--- src/rtl/ysyx_24100029_lsu_axi_master_if.sv ---
// Bundle of the LSU request/response port and the five AXI4 channels.
// The master modport is the initiator's view and the slave modport is the memory side's view.
interface ysyx_24100029_lsu_axi_master_if;
    logic        req_valid;
    logic        req_ready;
    logic        req_wen;
    logic [31:0] req_addr;
    logic [2:0]  req_size;
    logic [31:0] req_wdata;
    logic [3:0]  req_wstrb;

    logic        rsp_valid;
    logic        rsp_ready;
    logic [31:0] rsp_rdata;
    logic        rsp_err;

    logic [31:0] araddr;
    logic        arvalid;
    logic        arready;
    logic [3:0]  arid;
    logic [7:0]  arlen;
    logic [2:0]  arsize;
    logic [1:0]  arburst;

    logic        rready;
    logic [31:0] rdata;
    logic [1:0]  rresp;
    logic        rvalid;
    logic        rlast;
    logic [3:0]  rid;

    logic [31:0] awaddr;
    logic        awvalid;
    logic        awready;
    logic [3:0]  awid;
    logic [7:0]  awlen;
    logic [2:0]  awsize;
    logic [1:0]  awburst;

    logic [31:0] wdata;
    logic [3:0]  wstrb;
    logic        wvalid;
    logic        wready;
    logic        wlast;

    logic [1:0]  bresp;
    logic        bvalid;
    logic        bready;
    logic [3:0]  bid;

    modport master (
        input  req_valid, req_wen, req_addr, req_size, req_wdata, req_wstrb, rsp_ready,
        input  arready, rdata, rresp, rvalid, rlast, rid, awready, wready, bresp, bvalid, bid,
        output req_ready, rsp_valid, rsp_rdata, rsp_err,
        output araddr, arvalid, arid, arlen, arsize, arburst, rready,
        output awaddr, awvalid, awid, awlen, awsize, awburst,
        output wdata, wstrb, wvalid, wlast, bready
    );

    modport slave (
        output req_valid, req_wen, req_addr, req_size, req_wdata, req_wstrb, rsp_ready,
        output arready, rdata, rresp, rvalid, rlast, rid, awready, wready, bresp, bvalid, bid,
        input  req_ready, rsp_valid, rsp_rdata, rsp_err,
        input  araddr, arvalid, arid, arlen, arsize, arburst, rready,
        input  awaddr, awvalid, awid, awlen, awsize, awburst,
        input  wdata, wstrb, wvalid, wlast, bready
    );
endinterface

--- src/rtl/ysyx_24100029_lsu_axi_master.sv ---
// LSU-to-AXI4 initiator: one single-beat read or write outstanding at a time.
// Every bus-facing output comes straight from a flop.
module ysyx_24100029_lsu_axi_master #(
    parameter logic [3:0] AXI_ID = 4'h1
) (
    input  logic                                  i_clock,
    input  logic                                  i_rst_n,
    ysyx_24100029_lsu_axi_master_if.master        io_bus
);

    typedef enum logic [2:0] {
        ST_IDLE = 3'd0,
        ST_AR   = 3'd1,
        ST_R    = 3'd2,
        ST_AW_W = 3'd3,
        ST_B    = 3'd4,
        ST_RSP  = 3'd5
    } state_t;

    state_t      r_state,     w_state_nxt;
    logic        r_req_ready, w_req_ready_nxt;
    logic [31:0] r_addr,      w_addr_nxt;
    logic [2:0]  r_size,      w_size_nxt;
    logic [31:0] r_wdata,     w_wdata_nxt;
    logic [3:0]  r_wstrb,     w_wstrb_nxt;
    logic        r_arvalid,   w_arvalid_nxt;
    logic        r_rready,    w_rready_nxt;
    logic        r_awvalid,   w_awvalid_nxt;
    logic        r_wvalid,    w_wvalid_nxt;
    logic        r_bready,    w_bready_nxt;
    logic        r_aw_done,   w_aw_done_nxt;
    logic        r_w_done,    w_w_done_nxt;
    logic        r_rsp_valid, w_rsp_valid_nxt;
    logic [31:0] r_rsp_rdata, w_rsp_rdata_nxt;
    logic        r_rsp_err,   w_rsp_err_nxt;

    logic        w_req_hs;
    logic        w_aw_hs;
    logic        w_w_hs;
    logic        w_unused_rlast;

    // A response is bad if the slave flagged an error or it answered with someone else's ID.
    function automatic logic f_rsp_bad(input logic [1:0] resp, input logic [3:0] id);
        return (resp != 2'b00) || (id != AXI_ID);
    endfunction

    assign w_req_hs       = io_bus.req_valid && r_req_ready;
    assign w_aw_hs        = r_awvalid && io_bus.awready;
    assign w_w_hs         = r_wvalid && io_bus.wready;
    assign w_unused_rlast = io_bus.rlast;

    // Next-state and next-output decode; everything holds unless a case below changes it.
    always_comb begin
        w_state_nxt     = r_state;
        w_req_ready_nxt = r_req_ready;
        w_addr_nxt      = r_addr;
        w_size_nxt      = r_size;
        w_wdata_nxt     = r_wdata;
        w_wstrb_nxt     = r_wstrb;
        w_arvalid_nxt   = r_arvalid;
        w_rready_nxt    = r_rready;
        w_awvalid_nxt   = r_awvalid;
        w_wvalid_nxt    = r_wvalid;
        w_bready_nxt    = r_bready;
        w_aw_done_nxt   = r_aw_done;
        w_w_done_nxt    = r_w_done;
        w_rsp_valid_nxt = r_rsp_valid;
        w_rsp_rdata_nxt = r_rsp_rdata;
        w_rsp_err_nxt   = r_rsp_err;

        case (r_state)
            ST_IDLE: begin
                if (w_req_hs) begin
                    w_req_ready_nxt = 1'b0;
                    w_addr_nxt      = io_bus.req_addr;
                    w_size_nxt      = io_bus.req_size;
                    w_wdata_nxt     = io_bus.req_wdata;
                    w_wstrb_nxt     = io_bus.req_wstrb;
                    w_aw_done_nxt   = 1'b0;
                    w_w_done_nxt    = 1'b0;
                    if (io_bus.req_wen) begin
                        w_state_nxt   = ST_AW_W;
                        w_awvalid_nxt = 1'b1;
                        w_wvalid_nxt  = 1'b1;
                    end else begin
                        w_state_nxt   = ST_AR;
                        w_arvalid_nxt = 1'b1;
                        w_rready_nxt  = 1'b1;
                    end
                end else begin
                    w_req_ready_nxt = 1'b1;
                end
            end

            // rvalid before the address is accepted belongs to nobody and is dropped.
            ST_AR: begin
                if (io_bus.arready) begin
                    w_arvalid_nxt = 1'b0;
                    if (io_bus.rvalid) begin
                        w_state_nxt     = ST_RSP;
                        w_rready_nxt    = 1'b0;
                        w_rsp_valid_nxt = 1'b1;
                        w_rsp_rdata_nxt = io_bus.rdata;
                        w_rsp_err_nxt   = f_rsp_bad(io_bus.rresp, io_bus.rid);
                    end else begin
                        w_state_nxt = ST_R;
                    end
                end else begin
                    w_state_nxt = ST_AR;
                end
            end

            ST_R: begin
                if (io_bus.rvalid) begin
                    w_state_nxt     = ST_RSP;
                    w_rready_nxt    = 1'b0;
                    w_rsp_valid_nxt = 1'b1;
                    w_rsp_rdata_nxt = io_bus.rdata;
                    w_rsp_err_nxt   = f_rsp_bad(io_bus.rresp, io_bus.rid);
                end else begin
                    w_state_nxt = ST_R;
                end
            end

            // AW and W complete independently; B waits until both have gone.
            ST_AW_W: begin
                w_aw_done_nxt = r_aw_done | w_aw_hs;
                w_w_done_nxt  = r_w_done | w_w_hs;
                w_awvalid_nxt = r_awvalid & ~w_aw_hs;
                w_wvalid_nxt  = r_wvalid & ~w_w_hs;
                if (w_aw_done_nxt && w_w_done_nxt) begin
                    w_state_nxt  = ST_B;
                    w_bready_nxt = 1'b1;
                end else begin
                    w_state_nxt = ST_AW_W;
                end
            end

            ST_B: begin
                if (io_bus.bvalid) begin
                    w_state_nxt     = ST_RSP;
                    w_bready_nxt    = 1'b0;
                    w_rsp_valid_nxt = 1'b1;
                    w_rsp_rdata_nxt = 32'h0000_0000;
                    w_rsp_err_nxt   = f_rsp_bad(io_bus.bresp, io_bus.bid);
                end else begin
                    w_state_nxt = ST_B;
                end
            end

            ST_RSP: begin
                if (io_bus.rsp_ready) begin
                    w_state_nxt     = ST_IDLE;
                    w_rsp_valid_nxt = 1'b0;
                    w_req_ready_nxt = 1'b1;
                end else begin
                    w_state_nxt = ST_RSP;
                end
            end

            default: begin
                w_state_nxt     = ST_IDLE;
                w_req_ready_nxt = 1'b1;
                w_arvalid_nxt   = 1'b0;
                w_rready_nxt    = 1'b0;
                w_awvalid_nxt   = 1'b0;
                w_wvalid_nxt    = 1'b0;
                w_bready_nxt    = 1'b0;
                w_aw_done_nxt   = 1'b0;
                w_w_done_nxt    = 1'b0;
                w_rsp_valid_nxt = 1'b0;
            end
        endcase
    end

    // State and output registers; reset abandons any transaction in flight.
    always_ff @(posedge i_clock or negedge i_rst_n) begin
        if (!i_rst_n) begin
            r_state     <= ST_IDLE;
            r_req_ready <= 1'b1;
            r_addr      <= 32'h0000_0000;
            r_size      <= 3'd0;
            r_wdata     <= 32'h0000_0000;
            r_wstrb     <= 4'h0;
            r_arvalid   <= 1'b0;
            r_rready    <= 1'b0;
            r_awvalid   <= 1'b0;
            r_wvalid    <= 1'b0;
            r_bready    <= 1'b0;
            r_aw_done   <= 1'b0;
            r_w_done    <= 1'b0;
            r_rsp_valid <= 1'b0;
            r_rsp_rdata <= 32'h0000_0000;
            r_rsp_err   <= 1'b0;
        end else begin
            r_state     <= w_state_nxt;
            r_req_ready <= w_req_ready_nxt;
            r_addr      <= w_addr_nxt;
            r_size      <= w_size_nxt;
            r_wdata     <= w_wdata_nxt;
            r_wstrb     <= w_wstrb_nxt;
            r_arvalid   <= w_arvalid_nxt;
            r_rready    <= w_rready_nxt;
            r_awvalid   <= w_awvalid_nxt;
            r_wvalid    <= w_wvalid_nxt;
            r_bready    <= w_bready_nxt;
            r_aw_done   <= w_aw_done_nxt;
            r_w_done    <= w_w_done_nxt;
            r_rsp_valid <= w_rsp_valid_nxt;
            r_rsp_rdata <= w_rsp_rdata_nxt;
            r_rsp_err   <= w_rsp_err_nxt;
        end
    end

    assign io_bus.req_ready = r_req_ready;
    assign io_bus.rsp_valid = r_rsp_valid;
    assign io_bus.rsp_rdata = r_rsp_rdata;
    assign io_bus.rsp_err   = r_rsp_err;

    assign io_bus.araddr  = r_addr;
    assign io_bus.arvalid = r_arvalid;
    assign io_bus.arid    = AXI_ID;
    assign io_bus.arlen   = 8'd0;
    assign io_bus.arsize  = r_size;
    assign io_bus.arburst = 2'b01;
    assign io_bus.rready  = r_rready;

    assign io_bus.awaddr  = r_addr;
    assign io_bus.awvalid = r_awvalid;
    assign io_bus.awid    = AXI_ID;
    assign io_bus.awlen   = 8'd0;
    assign io_bus.awsize  = r_size;
    assign io_bus.awburst = 2'b01;

    assign io_bus.wdata  = r_wdata;
    assign io_bus.wstrb  = r_wstrb;
    assign io_bus.wvalid = r_wvalid;
    assign io_bus.wlast  = 1'b1;
    assign io_bus.bready = r_bready;

endmodule
--- src/flat_wrapper.sv ---
// flat-port wrapper written by rule: the top's interface ports become plain ports
module ysyx_24100029_lsu_axi_master_flat 
#(
    parameter logic [3:0] AXI_ID = 4'h1
)
  (i_clock, i_rst_n, io_bus_req_valid, io_bus_req_wen, io_bus_req_addr, io_bus_req_size, io_bus_req_wdata, io_bus_req_wstrb, io_bus_rsp_ready, io_bus_arready, io_bus_rdata, io_bus_rresp, io_bus_rvalid, io_bus_rlast, io_bus_rid, io_bus_awready, io_bus_wready, io_bus_bresp, io_bus_bvalid, io_bus_bid, io_bus_req_ready, io_bus_rsp_valid, io_bus_rsp_rdata, io_bus_rsp_err, io_bus_araddr, io_bus_arvalid, io_bus_arid, io_bus_arlen, io_bus_arsize, io_bus_arburst, io_bus_rready, io_bus_awaddr, io_bus_awvalid, io_bus_awid, io_bus_awlen, io_bus_awsize, io_bus_awburst, io_bus_wdata, io_bus_wstrb, io_bus_wvalid, io_bus_wlast, io_bus_bready);
  ysyx_24100029_lsu_axi_master_if io_bus_i ();
  input  logic i_clock;
  input  logic i_rst_n;
  input wire logic [$bits(io_bus_i.req_valid)-1:0] io_bus_req_valid;
  input wire logic [$bits(io_bus_i.req_wen)-1:0] io_bus_req_wen;
  input wire logic [$bits(io_bus_i.req_addr)-1:0] io_bus_req_addr;
  input wire logic [$bits(io_bus_i.req_size)-1:0] io_bus_req_size;
  input wire logic [$bits(io_bus_i.req_wdata)-1:0] io_bus_req_wdata;
  input wire logic [$bits(io_bus_i.req_wstrb)-1:0] io_bus_req_wstrb;
  input wire logic [$bits(io_bus_i.rsp_ready)-1:0] io_bus_rsp_ready;
  input wire logic [$bits(io_bus_i.arready)-1:0] io_bus_arready;
  input wire logic [$bits(io_bus_i.rdata)-1:0] io_bus_rdata;
  input wire logic [$bits(io_bus_i.rresp)-1:0] io_bus_rresp;
  input wire logic [$bits(io_bus_i.rvalid)-1:0] io_bus_rvalid;
  input wire logic [$bits(io_bus_i.rlast)-1:0] io_bus_rlast;
  input wire logic [$bits(io_bus_i.rid)-1:0] io_bus_rid;
  input wire logic [$bits(io_bus_i.awready)-1:0] io_bus_awready;
  input wire logic [$bits(io_bus_i.wready)-1:0] io_bus_wready;
  input wire logic [$bits(io_bus_i.bresp)-1:0] io_bus_bresp;
  input wire logic [$bits(io_bus_i.bvalid)-1:0] io_bus_bvalid;
  input wire logic [$bits(io_bus_i.bid)-1:0] io_bus_bid;
  output wire logic [$bits(io_bus_i.req_ready)-1:0] io_bus_req_ready;
  output wire logic [$bits(io_bus_i.rsp_valid)-1:0] io_bus_rsp_valid;
  output wire logic [$bits(io_bus_i.rsp_rdata)-1:0] io_bus_rsp_rdata;
  output wire logic [$bits(io_bus_i.rsp_err)-1:0] io_bus_rsp_err;
  output wire logic [$bits(io_bus_i.araddr)-1:0] io_bus_araddr;
  output wire logic [$bits(io_bus_i.arvalid)-1:0] io_bus_arvalid;
  output wire logic [$bits(io_bus_i.arid)-1:0] io_bus_arid;
  output wire logic [$bits(io_bus_i.arlen)-1:0] io_bus_arlen;
  output wire logic [$bits(io_bus_i.arsize)-1:0] io_bus_arsize;
  output wire logic [$bits(io_bus_i.arburst)-1:0] io_bus_arburst;
  output wire logic [$bits(io_bus_i.rready)-1:0] io_bus_rready;
  output wire logic [$bits(io_bus_i.awaddr)-1:0] io_bus_awaddr;
  output wire logic [$bits(io_bus_i.awvalid)-1:0] io_bus_awvalid;
  output wire logic [$bits(io_bus_i.awid)-1:0] io_bus_awid;
  output wire logic [$bits(io_bus_i.awlen)-1:0] io_bus_awlen;
  output wire logic [$bits(io_bus_i.awsize)-1:0] io_bus_awsize;
  output wire logic [$bits(io_bus_i.awburst)-1:0] io_bus_awburst;
  output wire logic [$bits(io_bus_i.wdata)-1:0] io_bus_wdata;
  output wire logic [$bits(io_bus_i.wstrb)-1:0] io_bus_wstrb;
  output wire logic [$bits(io_bus_i.wvalid)-1:0] io_bus_wvalid;
  output wire logic [$bits(io_bus_i.wlast)-1:0] io_bus_wlast;
  output wire logic [$bits(io_bus_i.bready)-1:0] io_bus_bready;
  assign io_bus_i.req_valid = io_bus_req_valid;
  assign io_bus_i.req_wen = io_bus_req_wen;
  assign io_bus_i.req_addr = io_bus_req_addr;
  assign io_bus_i.req_size = io_bus_req_size;
  assign io_bus_i.req_wdata = io_bus_req_wdata;
  assign io_bus_i.req_wstrb = io_bus_req_wstrb;
  assign io_bus_i.rsp_ready = io_bus_rsp_ready;
  assign io_bus_i.arready = io_bus_arready;
  assign io_bus_i.rdata = io_bus_rdata;
  assign io_bus_i.rresp = io_bus_rresp;
  assign io_bus_i.rvalid = io_bus_rvalid;
  assign io_bus_i.rlast = io_bus_rlast;
  assign io_bus_i.rid = io_bus_rid;
  assign io_bus_i.awready = io_bus_awready;
  assign io_bus_i.wready = io_bus_wready;
  assign io_bus_i.bresp = io_bus_bresp;
  assign io_bus_i.bvalid = io_bus_bvalid;
  assign io_bus_i.bid = io_bus_bid;
  assign io_bus_req_ready = io_bus_i.req_ready;
  assign io_bus_rsp_valid = io_bus_i.rsp_valid;
  assign io_bus_rsp_rdata = io_bus_i.rsp_rdata;
  assign io_bus_rsp_err = io_bus_i.rsp_err;
  assign io_bus_araddr = io_bus_i.araddr;
  assign io_bus_arvalid = io_bus_i.arvalid;
  assign io_bus_arid = io_bus_i.arid;
  assign io_bus_arlen = io_bus_i.arlen;
  assign io_bus_arsize = io_bus_i.arsize;
  assign io_bus_arburst = io_bus_i.arburst;
  assign io_bus_rready = io_bus_i.rready;
  assign io_bus_awaddr = io_bus_i.awaddr;
  assign io_bus_awvalid = io_bus_i.awvalid;
  assign io_bus_awid = io_bus_i.awid;
  assign io_bus_awlen = io_bus_i.awlen;
  assign io_bus_awsize = io_bus_i.awsize;
  assign io_bus_awburst = io_bus_i.awburst;
  assign io_bus_wdata = io_bus_i.wdata;
  assign io_bus_wstrb = io_bus_i.wstrb;
  assign io_bus_wvalid = io_bus_i.wvalid;
  assign io_bus_wlast = io_bus_i.wlast;
  assign io_bus_bready = io_bus_i.bready;
  ysyx_24100029_lsu_axi_master #(.AXI_ID(AXI_ID)) u_core (.i_clock(i_clock), .i_rst_n(i_rst_n), .io_bus(io_bus_i));
endmodule
--- config.mk ---
export PLATFORM = sky130hd
export DESIGN_NAME = ysyx_24100029_lsu_axi_master_flat
export DESIGN_NICKNAME = d
export VERILOG_FILES = /design/src/rtl/ysyx_24100029_lsu_axi_master_if.sv /design/src/rtl/ysyx_24100029_lsu_axi_master.sv /design/src/flat_wrapper.sv
export SDC_FILE = /design/constraint.sdc
export NUM_CORES = 1
export LEC_CHECK = 0
export ABC_AREA = 0
export CORE_UTILIZATION = 35
export CTS_BUF_LIST = sky130_fd_sc_hd__clkbuf_4 sky130_fd_sc_hd__clkbuf_8
export DETAILED_ROUTE_END_ITERATION = 10
export PLACE_DENSITY = 0.8
export SETUP_SLACK_MARGIN = 0.3
export SLEW_MARGIN = 10
export SYNTH_ARGS = -nofsm -noshare
export SYNTH_HDL_FRONTEND = slang
export SYNTH_SLANG_ARGS = --single-unit
export TNS_END_PERCENT = 30
--- constraint.sdc ---
create_clock -name i_clock -period 2.99 [get_ports i_clock]
set_input_delay 0.897 -clock i_clock [delete_from_list [all_inputs] [get_ports i_clock]]
set_output_delay 0.897 -clock i_clock [all_outputs]
set_load 0.005 [all_outputs]
==> results.json, run 1 <==
{
  "drt_first_pass_iters": 4,
  "htreeDepth": 4,
  "synth.distinct_cells": 44,
  "placement.io_buffers": 270,
  "synth_area_leaders": "dfrtp_1 53%, mux2_2 14%, buf_4 10%",
  "gp_congestion": 0.797,
  "placedCellCount": 862,
  "final_util": 0.553,
  "nets": 821,
  "synth_top_area_frac": 0.529,
  "ir_worst_vdd_uv": 415,
  "fin_ws_ns": 0.573,
  "clock-sinks": 116,
  "finalCriticalPeriod_ns": 2.42,
  "synth.most_common_cell": "dfrtp_1",
  "dieArea_um2": 16000,
  "power_density_nw_per_um2": 1030,
  "numCtsBuffers": 17,
  "yosysWarnings": 0,
  "root_buffer": "clkbuf_8",
  "hpwl_mm": 9.98,
  "path_clk_slew_ns": 0.07,
  "rows": 45,
  "outcome": "finished, final reports clean",
  "crit_path_end_kind": "output port",
  "vias_per_cell": 4.61,
  "netlist_instances": 454,
  "crit_family": "flip-flops",
  "grt_max_degree": 48,
  "drtIter0Drc": 117,
  "worst-path-buf-inv": 1,
  "clock_skew_ns": 0.00925,
  "synth_common_cells": "115 x dfrtp_1, 74 x buf_4, 67 x mux2_2",
  "rsz0062_at_grt": "false",
  "ios": 301,
  "grt_usage": 0.173,
  "grt-ovfl-total": 0,
  "cp.required_ns": 2.09,
  "cpPeakStageDelay_ns": 0.57,
  "hold_viol": 0,
  "initial_core_util": 0.358,
  "ys_async_sr_fraction": 1.00,
  "worst_slew_pin_slew_ns": 0.639,
  "finalMaxSlewViolations": 0,
  "power_leakage_nw": 3.79,
  "die_h_um": 127,
  "grt_pass1_vias": 4242,
  "vias": 4125,
  "ctsHoldBuffers": 0,
  "die_w_um": 127,
  "area_growth_pct": 54.6,
  "wl_mm": 13.3,
  "crit_fanout": 5,
  "worstPathArrival_ns": 1.52,
  "diodes": 0,
  "fin_setup_tns_ns": 0,
  "maxCapViolCount": 0,
  "synth_area_per_cell_um2": 12.0,
  "grt_pass1_wl_mm": 21.5,
  "crit_type": "reg2out",
  "clkLatencyLatePin_ns": 0.43,
  "fillers": 1226,
  "fin_cells": 894,
  "drive_above_1_share": 0.161,
  "ys_ff_latch": 116,
  "synth-seq-area-share": 0.534,
  "postCtsSetupRepairBufs": 0,
  "grt_antenna_before_repair": 1,
  "period_share": 0.808,
  "wl_per_cell_um": 14.9,
  "cts_tree": "yes",
  "route.detailed.drc": 0,
  "ys_dominant_reg_cell": "dfrtp_1",
  "syn_area_um2": 5440,
  "setup_viol": 0,
  "hold_path.class": "in2async",
  "cts-resized-gates": 0,
  "critical-path-slowest-cell": "dfstp_2",
  "relSlewSlack": 0.574,
  "startpoint_type": "flip-flop",
  "core_area_um2": 15200,
  "ant_nets": 0,
  "clockBufferDepth": 2,
  "synth_edf_count": 0,
  "synth_area_leader_cell": "dfrtp_1",
  "max_freq_ghz": 0.414,
  "pre_cts_ws_ns": 0.354,
  "path_cells": "clkdlybuf4s50_1"
}
## worst paths after layout
path                                                startpoint                                 endpoint  slack [ns]  cells past startpoint
min in group i_clock          u_core.io_bus.bready$_DFFE_PN0P_         u_core.io_bus.bready$_DFFE_PN0P_        0.49                      1
hold / removal                                         i_rst_n      u_core.io_bus.wdata[26]$_DFFE_PN0P_        0.46                      1
setup / recovery           u_core.io_bus.req_ready$_DFFE_PN1P_                         io_bus_req_ready        0.57                      1
hold reg to reg               u_core.io_bus.bready$_DFFE_PN0P_         u_core.io_bus.bready$_DFFE_PN0P_        0.49                      1
setup reg to reg                 u_core.r_state[0]$_DFFE_PN0P_      u_core.io_bus.wdata[16]$_DFFE_PN0P_        0.96                      5
max in group asynchronous                              i_rst_n  u_core.io_bus.rsp_rdata[31]$_DFFE_PN0P_        1.72                      2
## area by class of cell
cell class	count	area (µm²)	area share
sequential	116	2900	0.346
timing repair buffer	276	2800	0.333
multi-input combinational	244	1890	0.225
clock buffer	24	305	0.0363
tap	188	235	0.0280
inverter	38	143	0.0170
clock inverter	8	124	0.0147
## worst register-to-register path, cell delays in order, from the launching register on
cell and delay, ns:
dfrtp_1 0.62, nor2_1 0.31, nand2_1 0.17, nor2_4 0.20, buf_12 0.23, mux2_2 0.39
## sequential cells by signal, summed over array words and instances, names as in the netlist, 3 cells and up
signal                   flops
u_core.io_bus.araddr        32
u_core.io_bus.rsp_rdata     32
u_core.io_bus.wdata         32
u_core.io_bus.arsize         3
u_core.io_bus.wstrb          4
u_core.r_state               3
## cell usage in the layout (no fill, tap or decap), types with 2 or more instances in the layout
cell type        synthesis  layout
clkdlybuf4s50_1          0     269
dfrtp_1                115     115
mux2_2                  67      67
nand2_1                 37      37
inv_1                   37      37
mux2i_1                 33      33
conb_1                   2      29
clkbuf_8                 0      20
a21oi_1                 14      14
nor2_1                   7       7
nand3_1                  6       6
a31oi_1                  6       6
mux2_1                   5       5
nor3_1                   4       4
nand2b_1                 4       4
clkbuf_4                 0       4
buf_12                   0       4
o21ai_0                  3       3
o31a_1                   3       3
bufinv_16                0       3
buf_4                   74       3
nand3b_1                 2       2
nor2b_1                  2       2
ha_1                     2       2
clkinvlp_4               0       2
clkinv_2                 0       2
## report_power, final
part	switching (mW)	internal (mW)	total (mW)
sequential	0.565	2.38	2.95
combinational	1.43	2.76	4.19
clock	0.617	0.927	1.54
total	2.61	6.07	8.68
## metrics by stage
step	hold slack (ns)	power (mW)	area [µm²]
finish	0.456	8.68	8400
global route	0.457	9.23	8400
CTS	0.440	8.79	8400
detailed placement	0.474	7.19	7970
global placement	0.470	7.03	7970
floorplan	0.472	4.95	5540
## logic make-up after synthesis
group / Yosys count / share of synthesized area
buffers and inverters: 121 / 0.137
flip-flops: 116 / 0.534
multiplexers: 106 / 0.214
AND/OR/NAND/NOR: 71 / 0.0647
AO/OA/AOI/OAI: 35 / 0.0421
adder cells (fa/ha/maj): 2 / 0.00460
other: 2 / 0.00138
XOR/XNOR: 1 / 0.00161
## metal layers
metal / GRT usage / part of all wire
met1: 0.189 / 0.37
met2: 0.304 / 0.53
met3: 0.0633 / 0.071
met4: 0.0716 / 0.022
met5: 0 / 0.00097
Note: power is estimated with default switching activity, not from simulation.
==> run 2, diff against run 1 <==
- clock period: 2.99 -> 2.44 ns (I/O delays scaled with it)
==> results.json, run 2 (synthesized netlist as in run 1, its figures left out) <==
{
  "area_growth_pct": 55.4,
  "r2r-end": "u_core.io_bus.araddr[17]$_DFFE_PN0P_",
  "rr_startpoint": "u_core.r_state[1]$_DFFE_PN0P_",
  "finalMaxSlewViolations": 0,
  "drt_first_pass_iters": 4,
  "topRoutingLayerUsed": "met5",
  "hpwl_mm": 10.6,
  "ff_latch_area_um2": 2910,
  "startpoint_type": "primary input",
  "crit_type": "in2reg",
  "die_h_um": 127,
  "finalCriticalPeriod_ns": 2.08,
  "grt_pass1_vias": 4353,
  "drive_above_1_share": 0.172,
  "grt_antenna_before_repair": 1,
  "fillers": 1230,
  "outcome": "finished, final reports clean",
  "p_sw_mw": 3.29,
  "power_density_nw_per_um2": 1260,
  "diodes": 0,
  "crit_path_end_kind": "flip-flop",
  "period_share": 0.854,
  "final_common_cell": "clkdlybuf4s50_1",
  "vias": 4167,
  "clock_skew_ns": 0.0116,
  "final_cell_mix": "266 x clkdlybuf4s50_1, 114 x dfrtp_1, 67 x mux2_2",
  "dieArea_um2": 16000,
  "rows": 45,
  "ir_worst_vdd_uv": 559,
  "final_util": 0.556,
  "clock-sinks": 116,
  "drtIter0Drc": 150,
  "wl_met1_mm": 5.25,
  "core_area_um2": 15200,
  "grt_pass1_wl_mm": 22.2,
  "clockBufferDepth": 2,
  "numCtsBuffers": 17,
  "root_buffer": "clkbuf_8",
  "fin_cells": 902,
  "wl_mm": 14.0,
  "whs_ns": 0.286,
  "worst_slew_pin_slew_ns": 0.566,
  "rsz0062_at_grt": "true",
  "clockPowerShare": 0.169,
  "crit_fanout": 3,
  "grt-ovfl-total": 0,
  "p_seq_frac": 0.334,
  "cts_tree": "yes",
  "regToRegSetupSlack_ns": 0.49,
  "vias_per_cell": 4.62,
  "hold_path.class": "in2async",
  "r2r_cells": 5,
  "gp_congestion": 0.810,
  "hold_viol": 0,
  "ant_nets": 0,
  "maxCapViolCount": 0,
  "route.met3.wl_um": 949,
  "met2_length_mm": 7.37,
  "setup_viol": 0,
  "worstPathArrival_ns": 2.39,
  "combPwrFrac": 0.497,
  "grt_max_degree": 47,
  "die_w_um": 127,
  "multi_input_area_um2": 1890,
  "placedCellCount": 867,
  "power.total_mw": 10.7,
  "power_leakage_nw": 3.83,
  "cp.required_ns": 2.75,
  "placement.io_buffers": 270,
  "switching_share": 0.309,
  "path_clk_slew_ns": 0.07,
  "initial_core_util": 0.358,
  "grt_usage": 0.181,
  "max_freq_ghz": 0.480,
  "relSlewSlack": 0.622,
  "internal_power_mw": 7.36,
  "fin_setup_tns_ns": 0,
  "htreeDepth": 4,
  "nets": 829,
  "wl_per_cell_um": 15.5,
  "ios": 301,
  "clkLatencyLatePin_ns": 0.43,
  "route.detailed.drc": 0
}
[run 2: changes by cell type in the layout (fill, tap and decap cells not counted), moves of 2 or more]
cell and delta:
buf_4 +8, clkbuf_4 -3, clkdlybuf4s50_1 -3, clkinvlp_4 +2
dlymetal6s2s_1 +2
[run 2: layout make-up]
cell class                 instances  area share
tap                              188      0.0279
clock buffer                      21      0.0335
timing repair buffer             284       0.339
sequential                       116       0.344
clock inverter                    11      0.0150
multi-input combinational        244       0.224
inverter                          38      0.0169
[run 2: worst max path at each step]
| stage | start | endpoint | slack (ns) | cells past startpoint |
|---|---|---|---|---|
| finish | io_bus_awready | u_core.r_state[1]$_DFFE_PN0P_ | 0.36 | 5 |
| global route | u_core.io_bus.araddr[11]$_DFFE_PN0P_ | io_bus_araddr[11] | 0.29 | 1 |
| CTS | u_core.io_bus.wvalid$_DFFE_PN0P_ | io_bus_wvalid | 0.27 | 1 |
| detailed placement | io_bus_awready | u_core.r_state[1]$_DFFE_PN0P_ | -0.07 | 5 |
| global placement | io_bus_bresp[1] | u_core.io_bus.rsp_err$_DFFE_PN0P_ | -0.04 | 5 |
| floorplan | io_bus_bresp[1] | u_core.io_bus.rsp_err$_DFFE_PN0P_ | 0.48 | 4 |
[run 2: routing by layer]
metal	up-vias	GRT usage
li1	1930	-
met4	2	0.0914
met1	2002	0.190
met3	33	0.0553
met5	-	0
met2	200	0.328
[run 2: what timing repair did]
item / 4_1_cts / 5_1_grt
setup buffers: 0 / 3
resized for setup: 1 / 3
hold buffers: 0 / 0
setup endpoints to repair: 3 / 27
[run 2: through the flow]
step                      area (µm²)  worst slack, ns
after global routing            8450            0.292
after global placement          8010          -0.0381
after detailed placement        8010          -0.0669
final                           8450            0.357
after CTS                       8420            0.271
after floorplan                 5540            0.479
[run 2: power by group through the flow]
stage | clock [mW] | combinational, mW | sequential (mW)
finish | 1.80 | 5.29 | 3.56
global route | 1.93 | 5.67 | 3.70
CTS | 1.87 | 5.32 | 3.57
detailed placement | 0 | 5.30 | 3.60
global placement | 0 | 5.15 | 3.52
floorplan | 0 | 2.50 | 3.57
[run 2: worst max-delay path: stages]
cell             delay [ns]
clkdlybuf4s50_1        0.46
a21oi_1                0.24
nor2_1                 0.09
mux4_2                 0.48
a2111oi_2              0.39
